`config.mk`:
```
export PLATFORM = sky130hd
export DESIGN_NAME = systolic_result_drain_flat
export DESIGN_NICKNAME = d
export VERILOG_FILES = /design/src/rtl/systolic_result_drain_if.sv /design/src/rtl/systolic_result_drain.sv /design/src/flat_wrapper.sv
export SDC_FILE = /design/constraint.sdc
export NUM_CORES = 2
export LEC_CHECK = 0
export ABC_AREA = 1
export BUFFER_PORTS_ARGS = -buffer_cell sky130_fd_sc_hd__buf_2
export CAP_MARGIN = 15
export CORE_UTILIZATION = 56
export CTS_CLUSTER_DIAMETER = 150
export DETAILED_ROUTE_END_ITERATION = 7
export PLACE_DENSITY_LB_ADDON = 0.08
export SLEW_MARGIN = 25
export SYNTH_ARGS = -nofsm -noshare
export SYNTH_HDL_FRONTEND = slang
export SYNTH_SLANG_ARGS = --single-unit
```
`constraint.sdc`:
```
create_clock -name clk -period 6.6 [get_ports clk]
set_clock_uncertainty 0.15 [all_clocks]
set_input_delay 0.66 -clock clk [delete_from_list [all_inputs] [get_ports clk]]
set_output_delay 0.66 -clock clk [all_outputs]
set_load 0.01 [all_outputs]
```
`src/rtl/systolic_result_drain_if.sv`:
```
// ----------------------------------------------------------------------------
// systolic_result_drain_if
//   Bundles the drain block's start handshake, PE chain control, chain input
//   and output stream into one interface.
//   master : the drain block (drives start_ready, PE control, output stream)
//   slave  : the surrounding logic (drives start request, chain_in, out_ready)
// Signals
//   start_valid/start_ready/relu_en/clear_acc : tile drain request
//   write_out_en/reset_pe                     : broadcast PE control
//   chain_in                                  : bottom-row mac_out, col c at [c*DW +: DW]
//   out_data/out_valid/out_ready/out_last     : row stream, same column packing
//   busy                                      : FSM not idle
// ----------------------------------------------------------------------------
interface systolic_result_drain_if #(
    parameter int DATA_WIDTH = 16,
    parameter int NUM_COL    = 8
);
    logic                          start_valid;
    logic                          start_ready;
    logic                          relu_en;
    logic                          clear_acc;
    logic                          write_out_en;
    logic                          reset_pe;
    logic [NUM_COL*DATA_WIDTH-1:0] chain_in;
    logic [NUM_COL*DATA_WIDTH-1:0] out_data;
    logic                          out_valid;
    logic                          out_ready;
    logic                          out_last;
    logic                          busy;

    modport master (
        input  start_valid, relu_en, clear_acc, chain_in, out_ready,
        output start_ready, write_out_en, reset_pe, out_data, out_valid, out_last, busy
    );

    modport slave (
        output start_valid, relu_en, clear_acc, chain_in, out_ready,
        input  start_ready, write_out_en, reset_pe, out_data, out_valid, out_last, busy
    );
endinterface

```
`src/rtl/systolic_result_drain.sv`:
```
// ----------------------------------------------------------------------------
// systolic_result_drain
//   Unloads the PE array's mac_out chain. A tile drain copies every PE result
//   into mac_out (LOAD), optionally clears the accumulators on the same edge,
//   then shifts the chain NUM_ROW times (SHIFT), pushing each bottom-row word
//   (optionally ReLU'd) into a capture FIFO. The FIFO streams rows out on a
//   valid/ready port; the shift never stalls because a tile is only accepted
//   when NUM_ROW free entries exist.
// Ports
//   clk, rst_n : clock, asynchronous active-low reset
//   bus        : systolic_result_drain_if.master (handshake, PE control, stream)
// ----------------------------------------------------------------------------
module systolic_result_drain #(
    parameter int DATA_WIDTH = 16,
    parameter int NUM_ROW    = 8,
    parameter int NUM_COL    = 8,
    parameter int FIFO_DEPTH = 2*NUM_ROW
) (
    input  logic                          clk,
    input  logic                          rst_n,
    systolic_result_drain_if.master       bus
);
    localparam int PW = $clog2(FIFO_DEPTH);
    localparam int KW = (NUM_ROW > 1) ? $clog2(NUM_ROW) : 1;
    localparam int WW = NUM_COL*DATA_WIDTH;

    typedef enum logic [1:0] {S_IDLE, S_LOAD, S_SHIFT} state_t;

    state_t                              r_state, w_state_nxt;
    logic [KW-1:0]                       r_k;
    logic                                r_relu, r_clear;
    logic                                r_live;       // low through reset so start_ready reads 0
    logic [PW:0]                         r_count;
    logic [PW-1:0]                       r_wptr, r_rptr;
    logic [WW:0]                         r_mem [FIFO_DEPTH];  // {last, word}

    logic                                w_last_k, w_space_ok, w_push, w_pop, w_accept;
    logic                                w_start_ready, w_weo, w_rpe;
    logic [NUM_COL-1:0][DATA_WIDTH-1:0]  w_word;
    logic [WW:0]                         w_head;

    assign w_last_k   = (r_k == KW'(NUM_ROW-1));
    assign w_space_ok = (r_count <= (PW+1)'(FIFO_DEPTH - NUM_ROW));

    // ---------------- FSM ----------------
    always_ff @(posedge clk or negedge rst_n) begin
        if (!rst_n) r_state <= S_IDLE;
        else        r_state <= w_state_nxt;
    end

    always_comb begin
        w_state_nxt   = r_state;
        w_start_ready = 1'b0;
        w_weo         = 1'b0;
        w_rpe         = 1'b0;
        case (r_state)
            S_IDLE: begin
                w_start_ready = r_live && w_space_ok;
                if (bus.start_valid && w_start_ready) w_state_nxt = S_LOAD;
            end
            S_LOAD: begin
                w_rpe       = r_clear;
                w_state_nxt = S_SHIFT;
            end
            S_SHIFT: begin
                w_weo = 1'b1;
                if (w_last_k) w_state_nxt = S_IDLE;
            end
            default: w_state_nxt = S_IDLE;
        endcase
    end

    assign w_accept = (r_state == S_IDLE) && bus.start_valid && w_start_ready;

    always_ff @(posedge clk or negedge rst_n) begin
        if (!rst_n) begin
            r_k     <= '0;
            r_relu  <= 1'b0;
            r_clear <= 1'b0;
            r_live  <= 1'b0;
        end else begin
            r_live <= 1'b1;
            if (w_accept) begin
                r_relu  <= bus.relu_en;
                r_clear <= bus.clear_acc;
            end
            if (r_state == S_LOAD)       r_k <= '0;
            else if (r_state == S_SHIFT) r_k <= r_k + KW'(1);
        end
    end

    assign bus.start_ready  = w_start_ready;
    assign bus.write_out_en = w_weo;
    assign bus.reset_pe     = w_rpe;
    assign bus.busy         = (r_state != S_IDLE);

    // ---------------- per-column ReLU on the pushed word ----------------
    for (genvar c = 0; c < NUM_COL; c++) begin : g_relu
        logic [DATA_WIDTH-1:0] w_elem;
        assign w_elem    = bus.chain_in[c*DATA_WIDTH +: DATA_WIDTH];
        assign w_word[c] = (r_relu && w_elem[DATA_WIDTH-1]) ? '0 : w_elem;
    end

    // ---------------- capture FIFO (first-word-fall-through) ----------------
    assign w_push = (r_state == S_SHIFT);
    assign w_pop  = bus.out_valid && bus.out_ready;

    always_ff @(posedge clk or negedge rst_n) begin
        if (!rst_n) begin
            r_count <= '0;
            r_wptr  <= '0;
            r_rptr  <= '0;
        end else begin
            if (w_push) r_wptr <= r_wptr + PW'(1);
            if (w_pop)  r_rptr <= r_rptr + PW'(1);
            if (w_push && !w_pop)      r_count <= r_count + (PW+1)'(1);
            else if (!w_push && w_pop) r_count <= r_count - (PW+1)'(1);
        end
    end

    // Storage needs no reset: the head is masked whenever the FIFO is empty.
    always_ff @(posedge clk) begin
        if (w_push) r_mem[r_wptr] <= {w_last_k, w_word};
    end

    assign w_head        = r_mem[r_rptr];
    assign bus.out_valid = (r_count != '0);
    assign bus.out_data  = bus.out_valid ? w_head[WW-1:0] : '0;
    assign bus.out_last  = bus.out_valid && w_head[WW];

    // The start space check makes a push into a full FIFO unreachable.
    a_no_overflow: assert property (@(posedge clk) disable iff (!rst_n)
        !(w_push && (r_count == (PW+1)'(FIFO_DEPTH))));

endmodule
```
`src/flat_wrapper.sv`:
```
// flat-port wrapper written by rule: the top's interface ports become plain ports
module systolic_result_drain_flat 
#(
    parameter int DATA_WIDTH = 16,
    parameter int NUM_ROW    = 8,
    parameter int NUM_COL    = 8,
    parameter int FIFO_DEPTH = 2*NUM_ROW
)
  (clk, rst_n, bus_start_valid, bus_relu_en, bus_clear_acc, bus_chain_in, bus_out_ready, bus_start_ready, bus_write_out_en, bus_reset_pe, bus_out_data, bus_out_valid, bus_out_last, bus_busy);
  systolic_result_drain_if #(.DATA_WIDTH(DATA_WIDTH), .NUM_COL(NUM_COL)) bus_i ();
  input  logic clk;
  input  logic rst_n;
  input wire logic [$bits(bus_i.start_valid)-1:0] bus_start_valid;
  input wire logic [$bits(bus_i.relu_en)-1:0] bus_relu_en;
  input wire logic [$bits(bus_i.clear_acc)-1:0] bus_clear_acc;
  input wire logic [$bits(bus_i.chain_in)-1:0] bus_chain_in;
  input wire logic [$bits(bus_i.out_ready)-1:0] bus_out_ready;
  output wire logic [$bits(bus_i.start_ready)-1:0] bus_start_ready;
  output wire logic [$bits(bus_i.write_out_en)-1:0] bus_write_out_en;
  output wire logic [$bits(bus_i.reset_pe)-1:0] bus_reset_pe;
  output wire logic [$bits(bus_i.out_data)-1:0] bus_out_data;
  output wire logic [$bits(bus_i.out_valid)-1:0] bus_out_valid;
  output wire logic [$bits(bus_i.out_last)-1:0] bus_out_last;
  output wire logic [$bits(bus_i.busy)-1:0] bus_busy;
  assign bus_i.start_valid = bus_start_valid;
  assign bus_i.relu_en = bus_relu_en;
  assign bus_i.clear_acc = bus_clear_acc;
  assign bus_i.chain_in = bus_chain_in;
  assign bus_i.out_ready = bus_out_ready;
  assign bus_start_ready = bus_i.start_ready;
  assign bus_write_out_en = bus_i.write_out_en;
  assign bus_reset_pe = bus_i.reset_pe;
  assign bus_out_data = bus_i.out_data;
  assign bus_out_valid = bus_i.out_valid;
  assign bus_out_last = bus_i.out_last;
  assign bus_busy = bus_i.busy;
  systolic_result_drain #(.DATA_WIDTH(DATA_WIDTH), .NUM_ROW(NUM_ROW), .NUM_COL(NUM_COL), .FIFO_DEPTH(FIFO_DEPTH)) u_core (.clk(clk), .rst_n(rst_n), .bus(bus_i));
endmodule
```
=== Yosys cells after proc, flatten, opt, wreduce, memory -nomap -nowiden ===
Memories as Yosys holds them, arrays and structs flattened.
Cells that the tools add are included.

* Register bits after elaboration: 21
* Logic and storage cells: 64
* Output and inout port bits: 134
* Memory bits (writable): 2064
* Memories kept: 1
* Input bits: 134

* Multiplexer cells: 20
* Add/sub/neg operators: 5
* Reductions and logical operators: 24
* Eq/ne operators: 5
* $lt $le $gt $ge: 1

{| class="wikitable"
|+ Memory list
! memory !! words !! bits a word !! rd ports !! clocked after Yosys merged registers in !! wr ports !! RTL line !! source
|-
| u_core.r_mem || 16 || 129 || 1 || 0 || 1 || systolic_result_drain.sv:35 || <nowiki>logic [WW:0] r_mem [FIFO_DEPTH];</nowiki>
|}

{| class="wikitable"
|+ Operators with widths
! operator !! count
|-
| $mux 128 || 1
|-
| $mux 16 || 8
|-
| $logic_and 1x1->1 || 16
|-
| $mux 5 || 2
|-
| $add 4x1->4 const B || 2
|-
| $mux 3 || 2
|-
| $pmux 2 s3 || 1
|-
| $reduce_bool 2->1 || 3
|-
| $add 5x1->5 const B || 1
|-
| $le 5x4->1 const B || 1
|-
| $reduce_bool 5->1 || 1
|-
| $sub 5x1->5 const B || 1
|-
| $mux 1 || 4
|-
| $mux 2 || 2
|-
| $ne 2x1->1 const B || 2
|-
| $add 3x1->3 const B || 1
|-
| $eq 3x3->1 const B || 1
|-
| $eq 2x1->1 const B || 1
|-
| $eq 2x2->1 const B || 1
|-
| $logic_not 1->1 || 2
|-
| $logic_not 2->1 || 1
|-
| $reduce_and 2->1 || 1
|}

=== Logic depth before layout (Yosys ltp) ===
* Depth after elaboration: 5
* Depth in mapped cells: 12
* Gate-level depth less buffers: 12

=== Worst setup path after synthesis ===
No wires, ideal clock.

* Path kind: reg-to-reg
* Start point: register u_core.r_state[0]
* End point: memory u_core.r_mem[11][0] (netlist name) (enable)
* Path slack: -0.695 ns
* Data arrival time: 6.527 ns
* Library setup time: 0.619 ns
* Period minus slack after synthesis: 7.295 ns
* Path buffers: 1
* Stages on the path, launching flop included: 6
* Required time: 5.831 ns
* Path through: dfrtp_1 -> inv_1 -> ha_1 -> clkbuf_1 -> nand2_1 -> nor2_1

* Longest elaborated chain between the ends: 3

{| class="wikitable"
|+ Ends and longest elaborated chain
! what !! RTL line !! source
|-
| start: declaration || systolic_result_drain.sv:29 || <nowiki>state_t r_state, w_state_nxt;</nowiki>
|-
| start signal: assignment || systolic_result_drain.sv:48 || <nowiki>else r_state <= w_state_nxt;</nowiki>
|-
| $eq 2x2->1 || n/a ||
|-
| $mux 1 || n/a ||
|-
| named net bus_write_out_en || flat_wrapper.sv:19 || <nowiki>output wire logic [$bits(bus_i.write_out_en)-1:0] bus_write_out_en;</nowiki>
|-
| $mux 1 (not written as such) || systolic_result_drain.sv:123 || <nowiki>if (w_push) r_mem[r_wptr] <= {w_last_k, w_word};</nowiki>
|-
| end: declaration || systolic_result_drain.sv:35 ||
|}

The timed path passes the listed nets, and every way through them passes these cells.

=== Worst setup path after layout ===
* Start point: register u_core.r_rptr[1]
* End point: output bus_out_data[9]

* Longest elaborated chain between the ends: 2

{| class="wikitable"
|+ Ends and longest elaborated chain
! what !! RTL line !! source
|-
| start: declaration || systolic_result_drain.sv:34 || <nowiki>logic [PW-1:0] r_wptr, r_rptr;</nowiki>
|-
| start signal: assignment || systolic_result_drain.sv:115 || <nowiki>if (w_pop) r_rptr <= r_rptr + PW'(1);</nowiki>
|-
| $mem_v2 16x129 || n/a ||
|-
| $mux 128 || systolic_result_drain.sv:128 || <nowiki>assign bus.out_data = bus.out_valid ? w_head[WW-1:0] : '0;</nowiki>
|-
| end: declaration || flat_wrapper.sv:21 || <nowiki>output wire logic [$bits(bus_i.out_data)-1:0] bus_out_data;</nowiki>
|}

Every way passes these cells.

==> run summary <==
First-pass GRT wire length: 344 mm
Synth warn: 0
Area of the mapped netlist: 88,900 µm²
Placed inst area: 92,000 µm²
Syn Nets: 8,643
CTS tree: built
Vias/cell: 5.43
Fin. Hold Viols: 0
Root buf cell: clkbuf_16
Horiz. Die Dim: 400 µm
GRT Util Overall: 0.283
Largest net degree at the start of global routing: 219
Final setup viols: 0
FMAX: 0.182 GHz
CP dominant cell by count: nand3_1
Synth Area in Simple Gates: 0.212
WHS: 0.0593 ns
Finished Core Util: 0.628
Sequential-to-total area share from yosys stat: 0.703
Post-synthesis cell count: 8,494
Initial Util: 0.567
Area Growth Syn to Fin: 10.9%
Lkg Pwr: 41.4 nW
Top-Level Pins: 268
DR iter-0 viols: 6,227
Crit Path Max Fanout: 69
FP Rows: 145
Post-synthesis xor/xnor area fraction: 0.000886
GRT overflow: 0
Cell family with most CP delay: buffers and inverters
Psw: 15.8 mW
Seq pwr share: 0.387
Final WS setup: 1.12 ns
Fill count: 12,300
DRC: 0
Synth Flop Type: edfxtp_1
Synth Area in Adders: 0.00219
Detailed Route WL: 228 mm
H-tree depth: 4
Status: complete, no violations
Number of global-route vias before repair: 56,200
Final Cycle Share: 0.831
DRT antenna net count: 0
Tightest Pin Transition: 1.16 ns
Power Density: 425 nW/µm²
Data arrival, critical path: 4.67 ns
GPL Wtd Cong: 0.762
Routed via count: 58,900
WL/cell: 21.0 µm
Pre-CTS setup slack: 2.04 ns
Critical-path cell list: buf_4 -> buf_4 -> nand3_1 -> nand3_1 -> nand3_1 -> a21oi_1 -> buf_2
Yosys reg bits: 2,085
Switching share of power: 0.377
Post-CTS setup buffers: 0
Yosys cell types: 24
Layout cells sized above 1: 0.0785
DIE AREA: 160,000 µm²
RSZ-0062 raised after global routing: false
Finished Cell Area: 98,600 µm²
Syn Area/Cell: 10.5 µm²
Mux share of post-synthesis cell area: 0
Worst IR Drop VDD: 0.498 mV
Post-synth ARST share: 0.0101
Nets: 8,760
Gate power share: 0.344
Crit path required time: 5.79 ns
# port buffers: 267
Pins over their slew limit: 0
Max cap viols: 0
WS Path Type: reg -> out
Clk sinks: 2,085
Int Pwr: 26.1 mW
Worst path bufs/invs: 3
Die Y: 400 µm
Slowest cell on the critical path: dfrtp_4
TritonRoute pass-1 iters: 7
CTS buffer count: 210
Clock Power Share: 0.269
CP Launch Type: flip-flop
Post-DP HPWL: 103 mm
Main combinational cell family by area after synthesis: simple AND/OR/NAND/NOR gates
Tmin final: 5.48 ns
Clk pin slew, worst setup/hold paths: 0.06 ns
CP Capture Type: output port
Normalized max-slew margin: 0.229
CP max stage delay: 1.09 ns
Worst hold path type: in -> reg
Initial antenna violation count: 5
Clk buf depth: 3
Synth Area in Compound Gates: 0.00792
Core Region: 157,000 µm²
Post-synth EDFFs: 2,064
Clk_lat worst skew: 0.83 ns
## path summary, 6_finish.rpt
check | depth (start not counted) | start | end | slack, ns
min in group asynchronous | 2 | rst_n | u_core.r_state[1] | 0.19
worst min-delay path | 3 | bus_start_valid | u_core.r_clear | 0.06
worst max-delay path | 7 | u_core.r_rptr[1] | bus_out_data[9] | 1.12
worst max register to register | 6 | u_core.r_state[0] | u_core.r_mem[0][1] | 3.09
worst min register to register | 2 | u_core.r_k[2] | u_core.r_k[2] | 0.34
max in group asynchronous | 2 | rst_n | u_core.r_rptr[2] | 5.71
## timing repair
action / in CTS / in global routing
endpoints found under the setup margin: 0 / 0
hold buffers: 5 / 0
hold endpoints to repair: 25 / 0
gates resized for setup: 0 / 0
## cell families after synthesis
| logic type | count (synthesis) |
|---|---|
| buf+inv | 1649 |
| fa+ha+maj | 15 |
| simple gates | 4595 |
| xor+xnor | 9 |
| other cells | 1 |
| compound gates | 140 |
| flops | 2085 |
## cells in the mapped netlist (2+ instances only)
library cell	number	share of area
dfrtp_1	21	0.0059
xor2_1	8	0.00079
ha_1	14	0.0020
nand4_1	2	0.00014
nor2_1	148	0.0062
inv_1	1191	0.050
buf_4	7	0.00059
nand2_1	3142	0.13
clkbuf_1	153	0.0065
nand3_1	1301	0.073
a21oi_1	131	0.0074
or2_2	2	0.00014
buf_2	262	0.015
inv_2	2	0.000084
edfxtp_1	2064	0.70
o21ai_0	7	0.00039
buf_1	32	0.0014
## cells in the final DEF (no fill, tap or decap), types with 4 or more instances in the layout
cell           Yosys  routed
dfrtp_1           21      16
bufinv_16          0       9
buf_4              7      51
inv_8              0       4
edfxtp_1        2064    2064
clkinv_8           0       5
dlygate4sd3_1      0       5
ha_1              14      14
clkinv_1           1      53
dfrtp_4            0       4
xor2_1             8       8
nor2_4             0      16
inv_6              0       5
o21ai_0            7       7
buf_2            262     267
clkbuf_1         153      51
a21oi_1          131     131
nor2_1           148     112
buf_12             0      34
nor2_2             0      20
nand3_1         1301    1301
nand2_1         3142    3142
clkinv_2           0      49
clkbuf_16          0     215
inv_1           1191    1189
## worst min-delay path: stages
cell	delay, ns
buf_2	0.11
nand3_1	0.13
o21ai_0	0.09
## cell type report
| class | count | area [µm²] | area share |
|---|---|---|---|
| multi-input cells | 4760 | 20000 | 0.203 |
| well taps | 2058 | 2570 | 0.0261 |
| clock buffers | 268 | 5600 | 0.0568 |
| diodes | 1 | 2.50 | 0.0000254 |
| flip-flops and latches | 2085 | 62500 | 0.634 |
| clock inverters | 123 | 860 | 0.00872 |
| inverters | 1194 | 4520 | 0.0459 |
| repair buffers | 360 | 2500 | 0.0253 |
## stage by stage
| step | instances | total power [mW] | TNS, ns |
|---|---|---|---|
| finish | 10800 | 41.9 | 0 |
| global route | 10800 | 44.0 | 0 |
| CTS | 10800 | 42.0 | 0 |
| detailed placement | 10500 | 30.8 | 0 |
| global placement | 10500 | 30.7 | 0 |
| floorplan | 8494 | 25.9 | -1382.97 |
## state kept, by name, indices dropped and copies added (netlist names)
signal / flops
u_core.r_clear: 1
u_core.r_mem: 2064
u_core.r_relu: 1
u_core.r_live: 1
u_core.r_wptr: 4
u_core.r_rptr: 4
u_core.r_k: 3
u_core.r_state: 2
u_core.r_count: 5
## layer usage
layer | global-route usage | routed length (µm) | vias up
li1 | - | - | 27900
met1 | 0.407 | 98500 | 28400
met2 | 0.454 | 108000 | 2287
met3 | 0.0377 | 16600 | 353
met4 | 0.0810 | 5390 | 2
met5 | 0 | 12 | -
## power by group through the flow
stage / logic (mW) / registers, mW / clock network, mW
floorplan: 9.68 / 16.2 / 0
global placement: 14.2 / 16.5 / 0
detailed placement: 14.4 / 16.5 / 0
CTS: 14.4 / 16.2 / 11.4
global route: 15.8 / 16.3 / 11.9
finish: 14.4 / 16.2 / 11.3
Note: power is estimated with default switching activity, not from simulation.
